$ cat src/rtl/if_stage_unit.sv
// Instruction-fetch stage: next-PC generation, 1-cycle-latency instruction
// SRAM request, stall buffer for the returned word and wrong-path squash on
// a taken branch. {pc, inst} is offered to decode with a valid/allow-in
// handshake.
// Optional feature macro: IF_ADEF_CHECK_EN (misaligned-fetch detection).
module if_stage_unit #(
  parameter logic [31:0] RESET_PC = 32'h1c000000
) (
  input  logic        clk,
  input  logic        reset,
  input  logic        ID_Allow_in,
  input  logic [33:0] br_bus,
  output logic        IF_to_ID_Valid,
  output logic [63:0] IF_to_ID_Bus,
  output logic        inst_sram_en,
  output logic [3:0]  inst_sram_we,
  output logic [31:0] inst_sram_addr,
  output logic [31:0] inst_sram_wdata,
  input  logic [31:0] inst_sram_rdata,
  output logic        if_adef
);

  localparam logic [31:0] NOP_INST = 32'h03400000;

  logic        br_taken;
  logic [31:0] br_target;
  logic        unused_stall;

  logic [31:0] pc;
  logic        if_valid;
  logic        buf_valid;
  logic [31:0] inst_buf;

  logic [31:0] seq_pc;
  logic [31:0] nextpc;
  logic        if_ready_go;
  logic        if_allow_in;
  logic        fetch_go;
  logic        buf_load;
  logic [31:0] inst;

  assign br_taken     = br_bus[33];
  assign br_target    = br_bus[32:1];
  assign unused_stall = br_bus[0];

  assign if_ready_go  = 1'b1;

  // Next-PC selection and stage-advance decision
  always_comb begin
    seq_pc      = pc + 32'd4;
    nextpc      = br_taken ? br_target : seq_pc;
    if_allow_in = ~if_valid | (if_ready_go & ID_Allow_in) | br_taken;
    fetch_go    = ~reset & if_allow_in;
    buf_load    = if_valid & ~ID_Allow_in & ~buf_valid & ~br_taken;
  end

  // PC, valid and buffer-valid state
  always_ff @(posedge clk) begin
    if (reset) begin
      pc        <= RESET_PC - 32'd4;
      if_valid  <= 1'b0;
      buf_valid <= 1'b0;
    end else if (fetch_go) begin
      pc        <= nextpc;
      if_valid  <= 1'b1;
      buf_valid <= 1'b0;
    end else if (buf_load) begin
      buf_valid <= 1'b1;
    end
  end

  // Capture the SRAM word in its only valid cycle when decode stalls
  always_ff @(posedge clk) begin
    if (!reset && !fetch_go && buf_load) begin
      inst_buf <= inst_sram_rdata;
    end
  end

`ifdef IF_ADEF_CHECK_EN
  logic adef_q;
  logic misaligned;

  assign misaligned = |nextpc[1:0];

  // Remember whether the instruction now in IF came from a misaligned fetch
  always_ff @(posedge clk) begin
    if (reset) begin
      adef_q <= 1'b0;
    end else if (fetch_go) begin
      adef_q <= misaligned;
    end
  end

  // Misaligned fetches advance the stage but never reach the SRAM
  always_comb begin
    inst_sram_en = fetch_go & ~misaligned;
    if (adef_q) begin
      inst = NOP_INST;
    end else if (buf_valid) begin
      inst = inst_buf;
    end else begin
      inst = inst_sram_rdata;
    end
    if_adef = adef_q & IF_to_ID_Valid;
  end
`else
  logic [31:0] unused_nop;

  assign unused_nop = NOP_INST;

  // Plain fetch path: every advance is an SRAM request
  always_comb begin
    inst_sram_en = fetch_go;
    inst         = buf_valid ? inst_buf : inst_sram_rdata;
    if_adef      = 1'b0;
  end
`endif

  // Decode-side handshake outputs and constant SRAM write side
  always_comb begin
    IF_to_ID_Valid  = if_valid & if_ready_go & ~br_taken;
    IF_to_ID_Bus    = {pc, inst};
    inst_sram_addr  = nextpc;
    inst_sram_we    = '0;
    inst_sram_wdata = '0;
  end

endmodule
$ cat config.mk
export PLATFORM = sky130hd
export DESIGN_NAME = if_stage_unit
export DESIGN_NICKNAME = d
export VERILOG_FILES = /design/src/rtl/if_stage_unit.sv
export SDC_FILE = /design/constraint.sdc
export NUM_CORES = 1
export LEC_CHECK = 0
export ABC_AREA = 1
export BUFFER_PORTS_ARGS = -buffer_cell sky130_fd_sc_hd__buf_4
export CAP_MARGIN = 20
export CORE_ASPECT_RATIO = 0.75
export CORE_MARGIN = 5
export CORE_UTILIZATION = 50
export CTS_CLUSTER_SIZE = 12
export DETAILED_ROUTE_END_ITERATION = 12
export MAX_ROUTING_LAYER = met4
export PLACE_DENSITY = 0.94
export SLEW_MARGIN = 20
export SYNTH_ARGS = -nofsm -noshare
export SYNTH_HDL_FRONTEND = slang
export SYNTH_SLANG_ARGS = --single-unit
$ cat constraint.sdc
create_clock -name clk -period 4.1 [get_ports clk]
set_input_delay 0.41 -clock clk [delete_from_list [all_inputs] [get_ports clk]]
set_output_delay 0.41 -clock clk [all_outputs]
set_load 0.03 [all_outputs]
==> impl_results.md <==
- Placed Cells: 792
- Die area: 10100 um^2
- Cell taking the most area after synthesis: edfxtp_1
- Maximum VDD drop: 193 uV
- Worst path max stage delay: 0.48 ns
- Reg2Reg Launch Point: if_valid
- Remaining Overflow, GRT: 0
- Yosys synthesis warning count: 0
- Final setup fails: 0
- Via count: 4128
- IO buf count: 165
- Overall Global Routing Usage: 0.245
- Power Dens Cells: 367 nW/um^2
- Place WS: 1.77 ns
- HP Class: input pin to flop
- Area Growth Syn to Fin: 33.4%
- H-tree levels: 3
- WS Path Type: flop to output pin
- Iteration-0 DRC Markers: 406
- # diodes: 0
- Post-CTS Hold Buffers: 0
- Most common cell on crit path: nand2_1
- Flop2flop setup slack: 2.14 ns
- Wire length per cell: 15.3 um
- Max-slew violations: 0
- Rows: 28
- Status: complete, no violations
- Worst Hold Depth: 1
- Largest net degree at the start of global routing: 36
- #FFs+latches synth: 66
- DRC violations left: 0
- CP max FO: 7
- Syn avg cell area: 7.61 um^2
- Root buffer cell: clkbuf_8
- Initial antenna violation count: 0
- Cell breakdown of the critical path: ha_1 -> nand2_2 -> nor3_1 -> nand2_1 -> nand2_1 -> nand3_1 -> and2_1 -> buf_4
- Area share of the largest cell type after synthesis: 0.236
- Initial Utilization: 0.514
- Clk Latency, worst-skew pair: 0.33 ns
- DP HPWL: 9430 um
- Gate power share: 0.342
- Highest-count cells in the layout ignoring fill and taps: buf_4 (167), nand2_1 (150), inv_1 (58)
- CTS max path bufs: 2
- CTS resizes: 0
- Total power: 1.99 mW
- Hold worst-path end: inst_buf[16]
- Max Clock Skew: 0.0115 ns
- Synth top area cells: edfxtp_1 (24%), dfxtp_1 (17%), nand2_1 (14%), mux2_2 (8.9%), buf_4 (7.2%)
- Vias per cell: 5.11
- CTS tree: done
- Global-route wire length before repair: 19200 um
- TritonRoute pass-1 iters: 7
- PnR worst setup slack: 1.38 ns
- Worst Min Path Start: inst_sram_rdata[16]
- Min cycle time layout: 2.72 ns
- Post-Layout Cell Count: 808
- Share of cells above drive strength 1: 0.350
- Total clock sinks: 66
- I/O Pins: 204
- Vias in the first global route: 3899
- Critical R2R Capture: inst_buf[14]
- Crit path DAT: 2.31 ns
- Max-slew headroom: 0.615
- Clock power frac: 0.272
- Num CTS Buffers: 9
- Antenna Nets Post-Route: 0
- Synthesized area: 4070 um^2
- P_int: 1.23 mW
- Net Switching: 0.760 mW
- WP buf/inv: 1
- Die X: 114 um
- CP max stage cell: dfxtp_1
- Critical Path End Type: output pin
- Family with the most delay on the worst path: simple AND/OR/NAND/NOR gates
- Crit share post-route: 0.664
- MaxCap Viol Count: 0
- Post-synthesis sequential area ratio: 0.403
- CP Launch Type: flop
- Post-CTS Setup Bufs: 0
- Core area: 7920 um^2
- RSZ-0062 raised after global routing: no
- RePlAce Congestion: 1.07
- Leakage: 2.72 nW
- Layout Nets: 768
- Mapped Cells: 535
- Flop pwr share: 0.386
- Reg clk slew, reported paths: 0.08 ns
- Hold Violations, Final: 0
- Peak Freq: 368 MHz
- Die H: 88.2 um
- Most common cell after layout, fill and taps aside: buf_4
- Tightest Pin Transition: 0.577 ns
- Sw Share: 0.381
- Setup TNS: 0 ns
- Crit path required time: 3.69 ns
- WHS: 0.259 ns
- Synth cell types: 33
- Final wirelength: 12400 um
- Worst-case reg-to-reg path depth: 7
-- cell type report --
cell class	instances	area, um^2
Clock inverter	6	58.8
Timing Repair Buffer	167	1250
Multi-Input combinational cell	392	1990
Tap cell	105	131
Inverter	62	233
Sequential cell	66	1640
Fill cell	649	2480
Clock buffer	10	128
-- synthesized netlist by cell type --
library cell and number:
inv_2 4, dfxtp_1 34, clkbuf_1 4, nor2_2 8, nor2_4 3, nand4_1 2, or2_0 1, a31oi_1 4
buf_2 8, or2_2 6, nor2_1 46, o21ai_0 17, a21oi_1 4, buf_4 39, mux2_2 32, nand3b_1 3
inv_1 58, o21bai_1 1, nand2_2 8, o21ai_2 1, xor2_1 1, nand2_1 150, o22a_2 1, o21ai_1 5
o22ai_1 13, edfxtp_1 32, nand3_1 41, nor3_2 1, and2_1 4, ha_1 1, nor3_1 1, a22oi_1 1
conb_1 1
-- kinds of logic (layout without fill, tap and decap cells) --
group,Yosys count,after routing,share of synthesized area
other cells,1,37,0.000921
xor+xnor,1,1,0.00215
flops,66,66,0.403
buf+inv,113,245,0.143
simple gates,274,274,0.293
mux,32,32,0.0885
compound gates,47,47,0.0664
fa+ha+maj,1,1,0.00307
-- power by group through the flow --
stage / combinational (mW) / clock [mW] / sequential (mW)
6_report: 0.681 / 0.542 / 0.770
5_1_grt: 0.728 / 0.583 / 0.775
4_1_cts: 0.678 / 0.551 / 0.768
3_5_place_dp: 0.675 / 0 / 0.783
3_3_place_gp: 0.660 / 0 / 0.781
2_1_floorplan: 0.413 / 0 / 0.825
-- flip-flops by register name, indices dropped and copies added (netlist names) --
register   count
pc            32
buf_valid      1
inst_buf      32
if_valid       1
-- metrics by stage --
stage / util / instance area (um^2)
2_1_floorplan: - / 4210
3_3_place_gp: 0.663 / 5250
3_5_place_dp: 0.663 / 5250
4_1_cts: 0.686 / 5430
5_1_grt: 0.686 / 5430
6_report: 0.686 / 5430
-- how the worst max path moves through the flow --
stage / start / to / depth (start not counted)
CTS: pc[2] / inst_sram_addr[24] / 8
floorplan: br_bus[33] / inst_buf[0] / 6
finish: pc[2] / inst_sram_addr[24] / 8
global placement: br_bus[33] / inst_buf[9] / 7
detailed placement: br_bus[33] / inst_buf[9] / 7
global route: pc[2] / inst_sram_addr[24] / 8
-- metal layers --
metal | GRT usage | part of all wire | vias to the layer above
met3 | 0.0394 | 0.091 | 18
li1 | - | - | 1986
met2 | 0.383 | 0.48 | 218
met5 | - | 0 | -
met1 | 0.326 | 0.41 | 1906
met4 | 0.0777 | 0.016 | 0
Note: power is estimated with default switching activity, not from simulation.
